==> config.mk <==
export PLATFORM = sky130hd
export DESIGN_NAME = imem_loader
export DESIGN_NICKNAME = d
export VERILOG_FILES = /design/src/rtl/imem_loader.sv
export SDC_FILE = /design/constraint.sdc
export NUM_CORES = 1
export LEC_CHECK = 0
export ABC_AREA = 1
export BUFFER_PORTS_ARGS = -buffer_cell sky130_fd_sc_hd__buf_2
export CORE_MARGIN = 5
export CORE_UTILIZATION = 50
export DETAILED_ROUTE_END_ITERATION = 7
export PLACE_DENSITY = 0.72
export SYNTH_ARGS = -nofsm -noshare
export SYNTH_HDL_FRONTEND = slang
export SYNTH_SLANG_ARGS = --single-unit
export TNS_END_PERCENT = 10
==> constraint.sdc <==
create_clock -name clk -period 5.7 [get_ports clk]
set_input_delay 1.14 -clock clk [delete_from_list [all_inputs] [get_ports clk]]
set_output_delay 1.14 -clock clk [all_outputs]
set_load 0.05 [all_outputs]
==> src/rtl/imem_loader.sv <==
// Boot loader: takes a framed byte stream (16-bit word count, LE data words, XOR checksum),
// writes the words into instruction memory and keeps the CPU in reset until the image verifies.
module imem_loader #(
  parameter int DEPTH_WORDS = 64,
  parameter int ADDR_W      = 32
) (
  input  logic              clk,
  input  logic              reset,
  input  logic              start,
  input  logic [7:0]        byte_in,
  input  logic              byte_valid,
  output logic              byte_ready,
  output logic              mem_we,
  output logic [ADDR_W-1:0] mem_addr,
  output logic [31:0]       mem_wdata,
  output logic              cpu_hold,
  output logic              done,
  output logic              error
);

  localparam int IDX_W = (DEPTH_WORDS > 1) ? $clog2(DEPTH_WORDS) : 1;

  localparam logic [2:0] S_IDLE = 3'd0;
  localparam logic [2:0] S_HDR0 = 3'd1;
  localparam logic [2:0] S_HDR1 = 3'd2;
  localparam logic [2:0] S_DATA = 3'd3;
  localparam logic [2:0] S_CSUM = 3'd4;
  localparam logic [2:0] S_DONE = 3'd5;
  localparam logic [2:0] S_ERR  = 3'd6;

  logic [2:0]        state_q, state_d;
  logic [15:0]       count_q, count_d;
  logic [IDX_W-1:0]  word_idx_q, word_idx_d;
  logic [1:0]        byte_idx_q, byte_idx_d;
  logic [7:0]        chk_q, chk_d;
  logic [23:0]       asm_q, asm_d;
  logic              mem_we_q, mem_we_d;
  logic [ADDR_W-1:0] mem_addr_q, mem_addr_d;
  logic [31:0]       mem_wdata_q, mem_wdata_d;

  logic        accept;
  logic        last_word;
  logic [15:0] hdr_count;

  assign byte_ready = (state_q == S_HDR0) || (state_q == S_HDR1) ||
                      (state_q == S_DATA) || (state_q == S_CSUM);
  assign accept     = byte_valid && byte_ready;
  assign hdr_count  = {byte_in, count_q[7:0]};
  // word_idx stops at the final word instead of counting past it
  assign last_word  = (16'(word_idx_q) == (count_q - 16'd1));

  always_comb begin
    state_d     = state_q;
    count_d     = count_q;
    word_idx_d  = word_idx_q;
    byte_idx_d  = byte_idx_q;
    chk_d       = chk_q;
    asm_d       = asm_q;
    mem_we_d    = 1'b0;
    mem_addr_d  = mem_addr_q;
    mem_wdata_d = mem_wdata_q;

    case (state_q)
      S_IDLE, S_DONE, S_ERR: begin
        if (start) state_d = S_HDR0;
      end
      S_HDR0: begin
        if (accept) begin
          count_d[7:0] = byte_in;
          state_d      = S_HDR1;
        end
      end
      S_HDR1: begin
        if (accept) begin
          count_d    = hdr_count;
          word_idx_d = '0;
          byte_idx_d = 2'd0;
          chk_d      = 8'h00;
          if ((hdr_count == 16'd0) || (hdr_count > 16'(DEPTH_WORDS))) state_d = S_ERR;
          else                                                          state_d = S_DATA;
        end
      end
      S_DATA: begin
        if (accept) begin
          chk_d      = chk_q ^ byte_in;
          byte_idx_d = byte_idx_q + 2'd1;
          case (byte_idx_q)
            2'd0: asm_d[7:0]   = byte_in;
            2'd1: asm_d[15:8]  = byte_in;
            2'd2: asm_d[23:16] = byte_in;
            default: begin
              // The write is registered, so the assembly lanes are free for the next word
              mem_we_d    = 1'b1;
              mem_addr_d  = ADDR_W'({word_idx_q, 2'b00});
              mem_wdata_d = {byte_in, asm_q};
              if (last_word) state_d = S_CSUM;
              else           word_idx_d = word_idx_q + 1'b1;
            end
          endcase
        end
      end
      S_CSUM: begin
        if (accept) state_d = (byte_in == chk_q) ? S_DONE : S_ERR;
      end
      default: state_d = S_IDLE;
    endcase
  end

  always_ff @(posedge clk) begin
    if (reset) begin
      state_q     <= S_IDLE;
      count_q     <= 16'd0;
      word_idx_q  <= '0;
      byte_idx_q  <= 2'd0;
      chk_q       <= 8'h00;
      asm_q       <= 24'd0;
      mem_we_q    <= 1'b0;
      mem_addr_q  <= '0;
      mem_wdata_q <= 32'd0;
    end else begin
      state_q     <= state_d;
      count_q     <= count_d;
      word_idx_q  <= word_idx_d;
      byte_idx_q  <= byte_idx_d;
      chk_q       <= chk_d;
      asm_q       <= asm_d;
      mem_we_q    <= mem_we_d;
      mem_addr_q  <= mem_addr_d;
      mem_wdata_q <= mem_wdata_d;
    end
  end

  assign mem_we    = mem_we_q;
  assign mem_addr  = mem_addr_q;
  assign mem_wdata = mem_wdata_q;
  assign done      = (state_q == S_DONE);
  assign error     = (state_q == S_ERR);
  assign cpu_hold  = (state_q != S_DONE);

endmodule

Yosys cells after proc, flatten, opt, wreduce, memory -nomap -nowiden
Index checks and enable logic that the tools add are counted.
{"block": "word_totals", "reg_bits": 98, "inputBits": 12, "elab_cells": 85}
{"block": "classes", "add_sub_neg": 3, "magnitude_cmp": 1, "n_eq_ne": 19, "muxes": 24, "n_bitwise": 5, "reduce_logical": 21}
{"operator": "8-bit case mux with 2 select lines", "n": 2}
{"operator": "3-bit two-way mux", "n": 8}
{"operator": "6-bit two-way mux", "n": 4}
{"operator": "8-bit two-way mux", "n": 3}
{"operator": "3-bit AND reduction", "n": 6}
{"operator": "6-bit by 16-bit == test with 1-bit output", "n": 1}
{"operator": "16-bit by 7-bit greater-than comparator with 1-bit output, second input constant", "n": 1}
{"operator": "16-bit logical NOT", "n": 1}
{"operator": "2-bit inequality test, second input constant", "n": 8}
{"operator": "16-bit by 1-bit subtractor with 16-bit output, second input constant", "n": 1}
{"operator": "3-bit case mux with 5 select lines", "n": 1}
{"operator": "6-bit case mux with 2 select lines", "n": 1}
{"operator": "3-bit == test, second input constant", "n": 3}
{"operator": "3-bit OR reduction", "n": 3}
{"operator": "8-bit == test", "n": 1}
{"operator": "8-bit bitwise XOR", "n": 1}
{"operator": "7-bit AND reduction", "n": 1}
{"operator": "6-bit by 1-bit adder with 6-bit output, second input constant", "n": 1}
{"operator": "3-bit by 2-bit == test with 1-bit output, second input constant", "n": 2}
{"operator": "2-bit two-way mux", "n": 3}
{"operator": "5-bit AND reduction", "n": 1}
{"operator": "1-bit logical OR", "n": 4}
{"operator": "1-bit inverter", "n": 4}
{"operator": "2-bit case mux with 2 select lines", "n": 1}
{"operator": "other kinds (11)", "n": 11}

Depth between registers and ports, before layout
{"block": "depth", "word_depth": 7, "depth_mapped": 17, "mapped_depth_nobuf": 16}

Least setup slack after synthesis
OpenSTA, ideal clock, no wires.
{"block": "synth_timing", "path_kind": "register -> output", "start": "reg state_q[2]", "end": "out cpu_hold", "arrival_time_ns": 1.636, "required_ns": 4.560, "setup_slack_ns": 2.924, "path_stages_with_launch": 4, "path_buffers": 0, "path_cell_list": "dfxtp_1 inv_1 nor2_1 inv_1"}
{"block": "synth_via", "elab_chain_len": 1}
{"element": "from (decl)", "line_no": "31", "text": "logic [2:0] state_q, state_d;"}
{"element": "from (signal assigned)", "line_no": "121", "text": "state_q <= state_d;"}
{"element": "3-bit inequality test", "line_no": "138", "text": "assign cpu_hold = (state_q != S_DONE);"}
{"element": "to (decl)", "line_no": "16", "text": "output logic cpu_hold,"}
No other way between the ends.

Worst setup path in the final report
{"block": "layout_timing", "start": "in byte_valid", "end": "reg mem_addr_q[6], in the netlist mem_addr[6]"}
{"block": "layout_via", "elab_chain_len": 2}
{"element": "from (decl)", "line_no": "11", "text": "input logic byte_valid,"}
{"element": "1-bit logical AND", "line_no": "47", "text": "assign accept = byte_valid && byte_ready;"}
{"element": "3-bit AND reduction (no line)"}
{"element": "to (signal assigned)", "line_no": "128", "text": "mem_addr_q <= mem_addr_d;"}
{"element": "to (decl)", "line_no": "38", "text": "logic [ADDR_W-1:0] mem_addr_q, mem_addr_d;"}
No other way between the ends.
A chain may end at the register's enable or synchronous reset.

==> key figures <==
Power and ir drop
  • Cell Int Power: 0.001184 W
  • Clock network fraction of design power: 23.6%
  • Comb power frac: 38.7%
  • Worst VDD drop: 331.8 uV
  • Static Leak: 2.297 nW
  • Flop pwr share: 37.7%
  • Psw: 0.0008381 W
  • Pwr dens: 387.4 nW/um2
  • Sw frac: 41.44%

Clock tree
  • Clock Path Buffers: 2
  • H-Tree Depth: 3
  • Clock Latency Late Sink: 0.36 ns
  • CTS Buf Count: 9
  • Clk slew on worst S/H paths: 0.10 ns
  • Clock root buffer: clkbuf_8
  • Post-CTS Setup Bufs: 0
  • CTS sink cnt: 98
  • CTS tree: done
  • Hold buffers post-CTS: 0
  • Resized cells post-CTS: 0

Route
  • 1st-iter DRT viols: 211
  • Drt pass-1 iters: 4
  • Met3 wire length: 560 um
  • Routed metal-1 wirelength: 5065 um
  • Routed Antenna Nets: 0
  • # DRC: 0
  • Detail Route met2 WL: 5400 um
  • Drt total wl: 11130 um
  • Via count: 4250
  • Vias per cell: 4.948
  • Post-DR wirelength/cell: 12.96 um
  • Top Layer Used: met4

Logic synthesis
  • Cell area after synthesis: 4763 um2
  • Count leader, synth: nor2_1
  • Ys flop type: dfxtp_1
  • Synth area leaders: dfxtp_1 (41%), nor2_1 (13%), nand2_1 (7.9%)
  • Synth warn: 0
  • Seq/Total Area, Yosys: 41.19%
  • Post-synth cell types: 29
  • Syn_area_per_cell: 6.974 um2
  • Area fraction of the dominant cell type after synthesis: 41.19%
  • Number of flops mapped to enable cells by yosys: 0
  • Synth area leader: dfxtp_1
  • Ys async rst share: 0%
  • Post-synthesis register bit count: 98
  • Post-Syn Instances: 683
  • Synth top cells by count: nor2_1 (169), nand2_1 (100), dfxtp_1 (98)

STA
  • Post-route setup slack: 2.539 ns
  • Min Tclk post-route: 3.161 ns
  • Setup TNS: 0 ns
  • Clock Skew: 0.01855 ns
  • Crit share post-route: 55.45%
  • Final Max Slew Viols: 0
  • Final setup viols: 0
  • Rel. slew slack: 33.17%
  • Max Clock Freq: 316.4 MHz
  • Fin. Hold Viols: 0
  • RSZ-0062 raised after global routing: no
  • Slew @ Worst Pin: 1.000 ns

Worst setup path
  • Crit path launch type: primary input
  • Crit. End Element: register
  • Crit Reg-Reg Startpoint: state_q[1]$_SDFFE_PP0P_
  • Reg2reg path depth: 10
  • RR Endpoint: mem_addr[6]$_SDFFE_PP0P_
  • Crit path kind: primary input to register
  • R2r setup slk: 2.81 ns
  • WP data arrival: 3.43 ns
  • Worst Path Required: 5.97 ns
  • Max FO, Critical Path: 45

Cells and area
  • ANT cells: 0
  • Synthesis-to-layout area growth: 9.614%
  • Final core occ: 56.24%
  • Design area: 5221 um2
  • Final Net Count: 744
  • Fill count: 948
  • Layout cells sized above 1: 14.11%

GRT
  • Initial antenna violation count: 0
  • Global-route wire length before repair: 18680 um
  • Tot GR Track Use: 19.84%
  • Overflow after GRT: 0
  • Number of global-route vias before repair: 3972
  • Largest net degree at the start of global routing: 80

Place
  • Hpwl dp: 8087 um
  • DP Area: 5007 um2
  • DP Worst Slack: 2.155 ns
  • Placer Congestion: 0.8976
  • PortBufs: 54

Worst hold path
  • Hold WC Path Type: register to register
  • WHS Path Cells: 2
  • Hold Startpoint: mem_wdata[19]$_SDFFE_PP0P_
  • Hold Path Sink: mem_wdata[19]$_SDFFE_PP0P_

Die
  • Die width: 107.6 um
  • Std-Cell Rows: 35
  • Ports: 81
  • Die Height: 107.6 um
  • Die area: 11580 um2
  • Initial core utilization: 51.31%
  • Core area: 9284 um2

Run
  • Max-cap violations: 0

Outcome
  • Status: complete, no violations
## critical path, cell delays in order
cell,delay [ns]
buf_2,0.09
inv_1,0.05
nor2_1,0.12
inv_2,0.13
nor2_4,0.17
nand2_1,0.58
inv_2,0.81
o21ai_0,0.19
a21oi_1,0.16
## power by group through the flow
| stage | logic, W | registers [W] | clock network [W] |
|---|---|---|---|
| detailed placement | 0.000776 | 0.000778 | 0 |
| floorplan | 0.000659 | 0.000767 | 0 |
| finish | 0.000783 | 0.000762 | 0.000478 |
| CTS | 0.000779 | 0.000761 | 0.000487 |
| global route | 0.000896 | 0.000768 | 0.000514 |
| global placement | 0.000759 | 0.000776 | 0 |
## how the worst max path moves through the flow
stage | startpoint | to | slack (ns) | cells after the start
after floorplan | state_q[2]$_SDFFE_PP0P_ | cpu_hold | 2.92 | 3
after global placement | byte_valid | mem_wdata[24]$_SDFFE_PP0P_ | 2.32 | 9
after global routing | byte_valid | mem_wdata[24]$_SDFFE_PP0P_ | 2.15 | 9
final | byte_valid | mem_addr[6]$_SDFFE_PP0P_ | 2.54 | 9
after detailed placement | byte_valid | mem_wdata[24]$_SDFFE_PP0P_ | 2.15 | 9
after CTS | byte_valid | mem_addr[6]$_SDFFE_PP0P_ | 2.51 | 9
## metrics by stage
stage	hold WS, ns	power, W	cells
3_3_place_gp	0.4608	0.001535	843
5_1_grt	0.5185	0.002178	859
6_report	0.4886	0.002023	859
3_5_place_dp	0.4712	0.001553	843
2_1_floorplan	0.4495	0.001426	708
4_1_cts	0.4948	0.002028	859
## metal layers
metal | GRT usage, % | up-vias
li1 | - | 2211
met1 | 26.32 | 1929
met2 | 33.97 | 102
met3 | 2.759 | 8
met4 | 4.869 | 0
met5 | 0 | -
## kinds of logic after synthesis
logic type      synth area share (%)
compound gates                 14.34
other cells                  0.07873
flops                          41.19
buf+inv                        10.17
simple gates                   29.63
xor+xnor                       2.758
fa+ha+maj                      1.839
## layout by cell type (no fill, tap or decap), drive strengths merged, types with 6 or more instances in the layout
cell and count:
o21ai 84, nor2 182, clkbuf 9, conb 26
dfxtp 98, nand3 31, clkinv 6, a21oi 47
xnor2 13, nand2 109, inv 52, ha 7
buf 55
## sequential cells by signal, summed over array words and instances, names as in the netlist
register and flops:
asm_q 24, mem_we 1, mem_addr 6, word_idx_q 6
chk_q 8, mem_wdata 32, count_q 16, byte_idx_q 2
state_q 3
## layout make-up
class | count | area [um2] | share of cell area, %
Sequential cell | 98 | 1962 | 37.57
Inverter | 52 | 195.2 | 3.738
Clock buffer | 9 | 123.9 | 2.372
Multi-Input combinational cell | 509 | 2411 | 46.18
Timing Repair Buffer | 55 | 277.8 | 5.320
Clock inverter | 7 | 90.09 | 1.725
Tap cell | 129 | 161.4 | 3.091
(Power assumes the default switching activity.)
